$ cat config.mk
export PLATFORM = sky130hd
export DESIGN_NAME = interrupt_arbiter
export DESIGN_NICKNAME = d
export VERILOG_FILES = /design/src/rtl/interrupt_arbiter.sv
export SDC_FILE = /design/constraint.sdc
export NUM_CORES = 1
export LEC_CHECK = 0
export CORE_ASPECT_RATIO = 1.4
export CORE_MARGIN = 2
export CORE_UTILIZATION = 50
export DETAILED_ROUTE_END_ITERATION = 6
export GPL_TIMING_DRIVEN = 0
export PLACE_DENSITY = 0.79
export SYNTH_ARGS = -nofsm -noshare
export SYNTH_HDL_FRONTEND = slang
export SYNTH_SLANG_ARGS = --single-unit
$ cat constraint.sdc
create_clock -name clk -period 2.3 [get_ports clk]
set_input_delay 0.46 -clock clk [delete_from_list [all_inputs] [get_ports clk]]
set_output_delay 0.46 -clock clk [all_outputs]
set_load 0.02 [all_outputs]
$ cat src/rtl/interrupt_arbiter.sv
// Shares the kcpsm6 interrupt among NUM_SRC latched requesters and serves the granted byte / source ID on the input port.
// Define ROUND_ROBIN_EN for round-robin arbitration; the default build uses fixed priority (source 0 highest).
module interrupt_arbiter #(
  parameter int unsigned NUM_SRC     = 4,
  parameter int unsigned ACK_TIMEOUT = 255,
  parameter logic [7:0]  DATA_PORT   = 8'h00,
  parameter logic [7:0]  SRC_PORT    = 8'h03,
  parameter logic [7:0]  CLR_PORT    = 8'h04
) (
  input  logic                   clk,
  input  logic                   reset,
  input  logic [NUM_SRC-1:0]     req,
  input  logic [8*NUM_SRC-1:0]   src_data,
  output logic                   interrupt,
  input  logic                   interrupt_ack,
  input  logic [7:0]             port_id,
  input  logic                   read_strobe,
  input  logic                   write_strobe,
  output logic [7:0]             cpu_in,
  output logic [1:0]             grant_id,
  output logic                   busy,
  output logic [NUM_SRC-1:0]     overrun,
  output logic                   timeout_err
);

  typedef enum logic [1:0] {S_IDLE, S_ASSERT, S_SERVICE} state_t;

  state_t               state_q, state_d;
  logic [NUM_SRC-1:0]   req_dly_q;
  logic [NUM_SRC-1:0]   pending_q, pending_d;
  logic [NUM_SRC-1:0]   overrun_q, overrun_d;
  logic [7:0]           hold_q [NUM_SRC];
  logic [7:0]           hold_d [NUM_SRC];
  logic [1:0]           grant_id_q, grant_id_d;
  logic [7:0]           counter_q, counter_d;
  logic [7:0]           cpu_in_q, cpu_in_d;
  logic                 timeout_err_q, timeout_err_d;

  logic [NUM_SRC-1:0]   rise, clr_pend;
  logic [2*NUM_SRC-1:0] rot;
  logic [1:0]           start, winner;
  logic                 found, timeout_hit, clr_err;
  logic [7:0]           sel_data;
`ifdef ROUND_ROBIN_EN
  logic [1:0]           last_q, last_d;
`endif

  always_ff @(posedge clk or posedge reset) begin
    if (reset) begin
      state_q       <= S_IDLE;
      req_dly_q     <= '0;
      pending_q     <= '0;
      overrun_q     <= '0;
      hold_q        <= '{default: '0};
      grant_id_q    <= '0;
      counter_q     <= '0;
      cpu_in_q      <= '0;
      timeout_err_q <= 1'b0;
`ifdef ROUND_ROBIN_EN
      last_q        <= 2'(NUM_SRC - 1);
`endif
    end else begin
      state_q       <= state_d;
      req_dly_q     <= req;
      pending_q     <= pending_d;
      overrun_q     <= overrun_d;
      hold_q        <= hold_d;
      grant_id_q    <= grant_id_d;
      counter_q     <= counter_d;
      cpu_in_q      <= cpu_in_d;
      timeout_err_q <= timeout_err_d;
`ifdef ROUND_ROBIN_EN
      last_q        <= last_d;
`endif
    end
  end

  // Rotate the pending vector so the search always runs from bit 0 upward.
  always_comb begin
`ifdef ROUND_ROBIN_EN
    start = 2'((32'(last_q) + 1) % NUM_SRC);
`else
    start = '0;
`endif
    rot    = {pending_q, pending_q} >> start;
    winner = '0;
    found  = 1'b0;
    for (int unsigned off = 0; off < NUM_SRC; off++) begin
      if (!found && rot[off]) begin
        winner = 2'((32'(start) + off) % NUM_SRC);
        found  = 1'b1;
      end
    end
  end

  always_comb begin
    state_d     = state_q;
    grant_id_d  = grant_id_q;
    counter_d   = counter_q;
    clr_pend    = '0;
    timeout_hit = 1'b0;
`ifdef ROUND_ROBIN_EN
    last_d      = last_q;
`endif
    case (state_q)
      S_IDLE: begin
        if (|pending_q) begin
          state_d    = S_ASSERT;
          grant_id_d = winner;
          counter_d  = '0;
        end
      end
      S_ASSERT: begin
        if (interrupt_ack) begin
          state_d   = S_SERVICE;
          counter_d = '0;
          for (int unsigned i = 0; i < NUM_SRC; i++)
            if (grant_id_q == 2'(i)) clr_pend[i] = 1'b1;
`ifdef ROUND_ROBIN_EN
          last_d = grant_id_q;
`endif
        end else if (counter_q == 8'(ACK_TIMEOUT - 1)) begin
          state_d     = S_IDLE;
          timeout_hit = 1'b1;
        end else begin
          counter_d = counter_q + 8'd1;
        end
      end
      S_SERVICE: begin
        if (read_strobe && (port_id == DATA_PORT)) begin
          state_d = S_IDLE;
        end else if (counter_q == 8'(ACK_TIMEOUT - 1)) begin
          state_d     = S_IDLE;
          timeout_hit = 1'b1;
        end else begin
          counter_d = counter_q + 8'd1;
        end
      end
      default: state_d = S_IDLE;
    endcase
  end

  // A new rising edge beats a same-cycle clear, both for pending and for the error flags.
  always_comb begin
    rise          = req & ~req_dly_q;
    clr_err       = write_strobe && (port_id == CLR_PORT);
    pending_d     = (pending_q & ~clr_pend) | rise;
    overrun_d     = (clr_err ? '0 : overrun_q) | (rise & pending_q & ~clr_pend);
    timeout_err_d = (timeout_err_q & ~clr_err) | timeout_hit;
    hold_d        = hold_q;
    for (int unsigned i = 0; i < NUM_SRC; i++)
      if (rise[i]) hold_d[i] = src_data[8*i +: 8];
  end

  always_comb begin
    sel_data = '0;
    for (int unsigned i = 0; i < NUM_SRC; i++)
      if (grant_id_q == 2'(i)) sel_data = hold_q[i];
    if (port_id == DATA_PORT)     cpu_in_d = sel_data;
    else if (port_id == SRC_PORT) cpu_in_d = {6'b0, grant_id_q};
    else                          cpu_in_d = 8'h00;
  end

  always_comb begin
    interrupt = (state_q == S_ASSERT);
    busy      = (state_q != S_IDLE);
  end

  assign cpu_in      = cpu_in_q;
  assign grant_id    = grant_id_q;
  assign overrun     = overrun_q;
  assign timeout_err = timeout_err_q;

endmodule
Word-level counts from Yosys, hierarchy flattened
Cells that the tools add are included.
{ "totals": {"reg_bits": 65, "inputBits": 49, "out_inout_bits": 17, "word_cells": 83} }
{ "classes": {"add_sub_neg": 1, "eq_ne": 10, "n_mux": 33, "n_bitwise": 11, "n_reduce_logical": 16} }
{ "op_table": {"columns": ["op", "count"], "rows": [
  ["8-bit 2-to-1 mux", 9],
  ["8-bit case mux with 3 select lines", 1],
  ["4-bit bitwise AND", 4],
  ["2-bit 2-to-1 mux", 7],
  ["4-bit 2-to-1 mux", 3],
  ["1-bit 2-to-1 mux", 11],
  ["8-bit by 1-bit adder with 8-bit output, second input constant", 1],
  ["8-bit by 2-bit == test with 1-bit output, second input constant", 1],
  ["8-bit by 3-bit == test with 1-bit output, second input constant", 1],
  ["8-bit == test, second input constant", 1],
  ["8-bit logical NOT", 1],
  ["4-bit inverter", 2],
  ["4-bit OR", 2],
  ["2-bit == test, second input constant", 3],
  ["2-bit case mux with 3 select lines", 1],
  ["1-bit logical AND", 5],
  ["2-bit by 1-bit == test with 1-bit output, second input constant", 2],
  ["2-bit logical NOT", 2],
  ["2-bit != test, second input constant", 2],
  ["4-bit OR reduction", 1],
  ["1-bit logical NOT", 3],
  ["3-bit AND reduction", 1],
  ["3-bit nonzero test", 1],
  ["1-bit case mux with 2 select lines", 1],
  ["5 further kinds", 5]
]} }

Logic depth before layout (Yosys ltp)
Gate-level depths: netlist (run 1).
{ "depth": {"depth_word": 10, "depth_mapped": 8, "ltp_nobuf": 6} }

Least setup slack after synthesis (run 1)
No wires, ideal clock.
{ "synth_path": {"path_type": "register -> register", "startpoint": "reg state_q[0]", "endpoint": "reg counter_q[5]", "setup_ns": 0.127, "t_arrival_ns": 1.522, "required_time_ns": 2.173, "setup_slack_ns": 0.651, "path_stages_with_launch": 9, "n_path_buf": 2, "synth_period_minus_slack_ns": 1.649, "path_cell_list": "dfrtp_1 inv_1 ha_1 clkbuf_1 nor3_1 a21oi_2 and2_4 buf_6 a21oi_1"} }
{ "synth_between": {"elab_chain_cells": 3, "elab_cells_between_ends": 8, "classes_between": "eq/ne (4); mux (1); reduce/logical (3)"} }
{ "synth_lines": {"columns": ["element", "line_no", "rtl"], "rows": [
  ["start, declared", "28", "state_t state_q, state_d;"],
  ["start signal, assigned", "63", "state_q <= state_d;"],
  ["2-bit == test, or another cell as far along", "105", "case (state_q)"],
  ["2-bit != test (no source line) or 3-bit nonzero test (tied branches)", null, null],
  ["3-bit AND reduction (no source line)", null, null],
  ["end signal, assigned", "69", "counter_q <= counter_d;"],
  ["end, declared", "35", "logic [7:0] counter_q, counter_d;"]
]} }
Several ways; a longest one is shown, not always the timed one.
A chain may end at the register's enable or synchronous reset.

Worst setup path in the final report (run 1)
{ "layout_path": {"startpoint": "reg state_q[1]", "endpoint": "out busy"} }
{ "layout_between": {"elab_chain_cells": 1} }
{ "layout_lines": {"columns": ["element", "line_no", "rtl"], "rows": [
  ["2-bit nonzero test", "166", "busy = (state_q != S_IDLE);"],
  ["end, declared", "21", "output logic busy,"]
]} }
No other way between the ends.

==> results of run 1 <==
## final cells by class
type,instances,share of cell area (%)
timing repair buffer,66,17.04
buffer,12,1.365
tap,70,2.222
sequential,65,41.26
clock inverter,4,0.5078
inverter,10,0.9521
multi-input combinational,214,33.07
clock buffer,11,3.586
## where the power goes
part / internal [mW] / total, mW / switching, mW
registers: 1.29 / 1.43 / 0.143
logic: 0.544 / 1.11 / 0.569
clock network: 0.407 / 0.813 / 0.406
total: 2.24 / 3.36 / 1.12
## layer usage
metal | global-route usage (%) | up-vias
met5 | 0 | -
met3 | 4.712 | 10
li1 | - | 1180
met4 | 10.74 | 0
met1 | 26.00 | 1161
met2 | 39.58 | 70
## cells in the final DEF, fill, tap and decap left out, types with 2 or more instances in the layout
| cell type | count |
|---|---|
| a21oi_1 | 9 |
| a31o_2 | 3 |
| a31oi_1 | 7 |
| and3_1 | 2 |
| and3_2 | 8 |
| clkbuf_1 | 11 |
| clkbuf_8 | 10 |
| clkdlybuf4s50_1 | 63 |
| clkinv_2 | 4 |
| dfrtp_1 | 65 |
| ha_1 | 6 |
| inv_1 | 9 |
| mux4_2 | 8 |
| nand2_1 | 104 |
| nand2b_1 | 5 |
| nand3_1 | 5 |
| nand4_1 | 3 |
| nor2_1 | 9 |
| nor2b_1 | 5 |
| nor3_1 | 4 |
| nor4_4 | 2 |
| o21a_1 | 2 |
| o21ai_0 | 8 |
| o2bb2ai_1 | 4 |
| o31ai_1 | 5 |
## worst reg2reg max path: cells and delay by family, from the launching register on
family / cells / cell delay, ns
and+or+nand+nor: 2 / 0.34
buffers and inverters: 2 / 0.23
AOI/OAI and AO/OA: 2 / 0.40
DFF: 1 / 0.43
adders and majority gates: 1 / 0.32
## timing repair
item | CTS | global route
gates resized for setup | 1 | 1
setup endpoints to repair | 1 | 2
pin swaps | 0 | 0
## cell families after synthesis
| group | synth area share [%] |
|---|---|
| adders and majority gates | 2.481 |
| AOI/OAI and AO/OA | 10.01 |
| buffers and inverters | 3.143 |
| muxes | 6.286 |
| and+or+nand+nor | 24.32 |
| DFF | 53.76 |
## flip-flops by register name (all words and copies together) (netlist names)
name         flops
hold_q          32
counter_q        8
cpu_in           8
overrun          4
pending_q        4
req_dly_q        4
grant_id         2
state_q          2
timeout_err      1
## worst paths after layout
| check | endpoint | slack (ns) |
|---|---|---|
| max in group asynchronous | hold_q[2]$_DFFE_PP0P_ | 1.26 |
| min reg2reg | hold_q[4]$_DFFE_PP0P_ | 0.47 |
| min in group clk | hold_q[4]$_DFFE_PP0P_ | 0.47 |
| max reg2reg | counter_q[7]$_DFFE_PP0P_ | 0.44 |
| max | busy | 0.15 |
| min | counter_q[5]$_DFFE_PP0P_ | 0.45 |
==> metrics.md, run 1 <==
| Metric | Value |
|---|---|
| Cells after synthesis | just over 300 |
| Avg Cell Area, Syn | 10.02 sq um |
| Fin crit period | approximately 2.2 ns |
| Reg2Reg Launch Point | state_q[1]$_DFFE_PP0P_ |
| Met2 routed WL | approximately 3700 um |
| Die Footprint | 6697 sq um |
| Tcrit/Tclk final | between 90% and 100% |
| Length of routed met3 wiring | approximately 320 um |
| GRT Overall Usage | between 20% and 30% |
| WL final | between 6000 and 7000 um |
| Total iterations of the first detailed-routing run | 4 |
| Final net count | 433 |
| CP arrival | 1.69 ns |
| CP max stage cell | dfrtp_1 |
| Number of antenna violations at the first check in global routing | 0 |
| CP Capture Type | output pin |
| Worst path depth | 4 |
| CP required | 1.84 ns |
| Most frequent cell after synthesis | nand2_1 |
| Place WS | -0.08622 ns |
| CTS H-tree lvls | 3 |
| Setup Buffers After CTS | 0 |
| R2R cell count | 7 |
| Syn nets | about 360 |
| Routed vias/inst | around 5.4 |
| Met1 wire length | ~2800 um |
| Post-DP Area | approximately 3800 sq um |
| Total Neg Setup Slack | 0 ns |
| Power Total | between 3 and 4 mW |
| Worst Tran Pin Value | about 0.6 ns |
| Post-Route Utilization | between 60 and 70% |
| Static leakage | 1.812 nW |
| Placed Instances | around 440 |
| Yosys reg bits | 65 |
| Non-Filler Instances | approximately 450 |
| CP top delay family | buffers and inverters |
| Worst path bufs/invs | 3 |
| Hold Vio Cnt, Final | 0 |
| Fin worst setup slack | between 0.1 and 0.15 ns |
| Row cnt | 33 |
| CTS Buf Count | 9 |
| Most frequent cells after synthesis | 104 x nand2_1, 65 x dfrtp_1, 11 x clkbuf_1 |
| DRT iter0 DRCs | around 110 |
| Critical path origin | state_q[1]$_DFFE_PP0P_ |
| Area of the mapped netlist | 3025 sq um |
| Min Hold Slack | between 0.4 and 0.5 ns |
| Drt drc | 0 |
| Endpoints failing setup | 0 |
| Root buffer selected by CTS | clkbuf_8 |
| Synth area leaders | dfrtp_1 54%, nand2_1 13%, mux4_2 6.0% |
| Largest area contributor in the netlist | dfrtp_1 |
| Hold-fix buffers at CTS | 0 |
| Total core area | about 5900 sq um |
| Maxcap violations | 0 |
| Max frequency | ~460 MHz |
| Register area | between 1500 and 2000 sq um |
| Slowest cell delay on critical path | between 0.4 and 0.5 ns |
| Largest net degree at the start of global routing | 47 |
| Max clock buf depth | 2 |
| Worst vdd ir | between 0.4 and 0.5 mV |
| # IOs | 66 |
| Area growth, synth to finish | 30.31% |
| Slew Limit Fails | 0 |
| Die Ht | 96.04 um |
| Vias in the first global route | between 2000 and 2500 |
| CP Cell Sequence | inv_1, ha_1, inv_1, dlygate4sd2_1 |
| DR top layer | met4 |
| Total gr overflow | 0 |
| Initial Util | 51.60% |
| Total number of vias | approximately 2400 |
| Reg clk slew, reported paths | ~0.07 ns |
| CP Class | register to output pin |
| Antenna diode count | 0 |
| Crit-path max FO | 8 |
| Distinct cells, synth | 39 |
| Top cell type's share of synthesized area | a little over half |
| Number of synthesized flops with an enable pin | 0 |
| Most used flip-flop cell after synthesis | dfrtp_1 |
| Cell mode on critical path | inv_1 |
| Post-DRT Antenna Nets | 0 |
| Skew-Pair Late Insertion Delay | 0.33 ns |
| CP Launch Type | register |
| # port buffers | 65 |
| DP Wirelength | roughly 5300 um |
| Clock skew | 0.009875 ns |
| Die X-Extent | roughly 70 um |
| Filler cell count | 482 |
| CTS sink cnt | 65 |
| Async SR Flop Fraction | 100.0% |
| Layout cells sized above 1 | 11.52% |
| HP Class | primary input to async pin |
| CTS tree | built |
| Synth warnings | 0 |
| PD cells | 851.0 nW/um^2 |
| Final Cell Area | between 3000 and 4000 sq um |
| Relative slew slack | 60.53% |
| Multi-input gate area | roughly 1300 sq um |
| Routability cong. | about 0.84 |
| WL per Instance | about 15 um |
| RSZ-0062 raised after global routing | false |
| Global-route wire length before repair | approximately 11000 um |
| Register area share after synthesis | approximately 54% |
| Status | complete, no violations |
No activity file was read; power rests on OpenSTA's default activity.
==> run 2: changes to the inputs <==
CORE_UTILIZATION = 54   (was 50)
DONT_BUFFER_PORTS = 1   (was default)
PLACE_DENSITY = 0.69   (was 0.79)
==> run 2 against run 1 <==
Against the previous run: clock skew fell by 0.0014 ns; global-route usage rose by 2.3 points; sequential share of layout area rose by 7.5 points; maximum frequency rose by 7.2%; final area fell by 15%; total power rose by 1.9%; routed wire length fell by 2.2%; combinational power fell by 15%; final cell count fell by 14%; core utilization fell by 5.9 points; non-clock buffer count fell by 64; largest power group unchanged.
==> metrics.md, run 2 (same netlist as run 1, synthesis figures left out) <==
| Metric | Value |
|---|---|
| CP max stage cell | dfrtp_1 (unchanged) |
| Post-Route Utilization | 61.31% (was 67.24%) |
| Commonest non-fill, non-tap cell in the layout | nand2_1 (unchanged) |
| DRT iter0 DRCs | 179 (was 113) |
| WL final | 6725 um (was 6874 um) |
| Status | complete, no violations (unchanged) |
| CTS sink cnt | 65 (unchanged) |
| Row cnt | 32 (was 33) |
| PD cells | 1024 nW/um^2 (was 851.0 nW/um^2) |
| DP Wirelength | 4968 um (was 5332 um) |
| Root buffer selected by CTS | clkbuf_8 (unchanged) |
| CP Cell Sequence | inv_1, ha_1, clkbuf_1, inv_1 (was inv_1, ha_1, inv_1, dlygate4sd2_1) |
| Post-DRT Antenna Nets | 0 (unchanged) |
| CTS H-tree lvls | 3 (unchanged) |
| Cts repair resizes | 0 (was 1) |
| Hold Vio Cnt, Final | 0 (unchanged) |
| HP Class | primary input to async pin (unchanged) |
| Total iterations of the first detailed-routing run | 4 (unchanged) |
| CTS Buf Count | 9 (unchanged) |
| WL per Instance | 17.38 um (was 15.21 um) |
| Final net count | 369 (was 433) |
| Fin worst setup slack | 0.2908 ns (was 0.1462 ns) |
| Slew Limit Fails | 0 (unchanged) |
| Top reg by flops | hold_q (unchanged) |
| Total number of vias | 2224 (was 2421) |
| Setup Buffers After CTS | 0 (unchanged) |
| Reg clk slew, reported paths | 0.07 ns (about the same) |
| CP Capture Type | output pin (unchanged) |
| Fin crit period | 2.009 ns (was 2.154 ns) |
| Die Ht | 92.57 um (was 96.04 um) |
| Slowest cell delay on critical path | 0.43 ns (about the same) |
| Largest register FFs | 32 (unchanged) |
| Number of antenna violations at the first check in global routing | 0 (unchanged) |
| Initial Util | 55.56% (was 51.60%) |
| Maxcap violations | 0 (unchanged) |
| Worst Tran Pin Value | 0.7626 ns (was 0.5876 ns) |
| Max frequency | 497.7 MHz (was 464.3 MHz) |
| Place WS | 0.3821 ns (was -0.08622 ns) |
| Vias in the first global route | 2248 (was 2455) |
| Max clock buf depth | 2 (unchanged) |
| Endpoints failing setup | 0 (unchanged) |
| Largest net degree at the start of global routing | 36 (was 47) |
| Area growth, synth to finish | 10.34% (was 30.31%) |
| Routability cong. | 0.8449 (was 0.8444) |
| CP required | 1.84 ns (about the same) |
| Hold-fix buffers at CTS | 0 (unchanged) |
| Worst vdd ir | 0.4847 mV (was 0.4751 mV) |
| Tcrit/Tclk final | 87.36% (was 93.64%) |
| Critical path origin | state_q[1]$_DFFE_PP0P_ (unchanged) |
| Global-route wire length before repair | 11070 um (was 11440 um) |
| Total core area | 5445 sq um (was 5863 sq um) |
| Skew-Pair Late Insertion Delay | 0.35 ns (was 0.33 ns) |
| Static leakage | 1.567 nW (was 1.812 nW) |
| Total gr overflow | 0 (unchanged) |
| CP arrival | 1.55 ns (was 1.69 ns) |
| Relative slew slack | 49.09% (was 60.53%) |
| Cell mode on critical path | inv_1 (unchanged) |
| # port buffers | 0 (was 65) |
| Crit-path max FO | 8 (unchanged) |
| Routed vias/inst | 5.747 (was 5.356) |
| Most frequent cells in the layout | 104 x nand2_1, 65 x dfrtp_1, 13 x clkbuf_1, 12 x clkbuf_8 (was 104 x nand2_1, 65 x dfrtp_1, 63 x clkdlybuf4s50_1, 11 x clkbuf_1, 10 x clkbuf_8) |
| CTS tree | built (unchanged) |
| Clock skew | 0.008501 ns (was 0.009875 ns) |
| CP Launch Type | register (unchanged) |
| Layout cells sized above 1 | 13.79% (was 11.52%) |
| RSZ-0062 raised after global routing | false (unchanged) |
| CP Class | register to output pin (unchanged) |
| Die Footprint | 6226 sq um (was 6697 sq um) |
| GRT Overall Usage | 24.59% (was 22.31%) |
| Die X-Extent | 67.26 um (was 69.74 um) |
| Drt drc | 0 (unchanged) |
| Reg2Reg Launch Point | state_q[1]$_DFFE_PP0P_ (unchanged) |
| Antenna diode count | 0 (unchanged) |
| # IOs | 66 (unchanged) |
==> run 2: changes by cell type in the layout (fill, tap and decap cells not counted) <==
cell / previous run / this run
bufinv_16: 0 / 1
clkbuf_1: 11 / 13
clkbuf_8: 10 / 12
clkdlybuf4s50_1: 63 / 0
clkinv_2: 4 / 1
dlygate4sd2_1: 1 / 0
dlymetal6s2s_1: 1 / 0
==> run 2: cell type report <==
type	count	area, sq um
Clock inverter	2	35.03
Multi-Input combinational cell	214	1304
Buffer	13	57.56
Sequential cell	65	1627
Inverter	10	37.54
Tap cell	68	85.08
Clock buffer	14	172.7
Timing Repair Buffer	1	20.02
Fill cell	489	2107
==> run 2: per-layer routing <==
| metal | track usage [%] | up-vias | wire length (um) |
|---|---|---|---|
| met5 | 0 | - | 0 |
| li1 | - | 1058 | - |
| met2 | 38.20 | 73 | 3346 |
| met1 | 30.21 | 1073 | 2736 |
| met3 | 5.468 | 20 | 383 |
| met4 | 16.16 | 0 | 259 |
==> run 2: path summary, 6_finish.rpt <==
kind | to | slack [ns] | cells past startpoint
setup / recovery | busy | 0.29 | 4
hold / removal | counter_q[5]$_DFFE_PP0P_ | 0.12 | 1
setup reg to reg | counter_q[2]$_DFFE_PP0P_ | 0.36 | 8
hold reg to reg | hold_q[12]$_DFFE_PP0P_ | 0.47 | 2
max in group asynchronous | hold_q[17]$_DFFE_PP0P_ | 1.55 | 2
min in group clk | req_dly_q[0]$_DFF_PP0_ | 0.13 | 0
==> run 2: critical path: cells and delay by family (launching register included) <==
family | cells | cell delay, ns
DFF | 1 | 0.43
buffers and inverters | 3 | 0.63
adders and majority gates | 1 | 0.14
==> run 2: power by group <==
group	leakage [nW]	internal (mW)	switching, mW	total (mW)
clock	0.107	0.589	0.430	1.02
sequential	0.802	1.29	0.169	1.46
combinational	0.658	0.420	0.526	0.946
==> run 2: stage by stage <==
stage | instances | power, mW | area (sq um) | hold slack [ns] | TNS, ns
6_report | 387 | 3.420 | 3338 | 0.1210 | 0
5_1_grt | 387 | 3.596 | 3338 | 0.1171 | 0
4_1_cts | 387 | 3.432 | 3338 | 0.1226 | 0
3_5_place_dp | 371 | 2.417 | 3131 | 0.4586 | 0
3_3_place_gp | 370 | 2.378 | 3110 | 0.4540 | -31.01
2_1_floorplan | 302 | 2.191 | 3025 | 0.4403 | 0
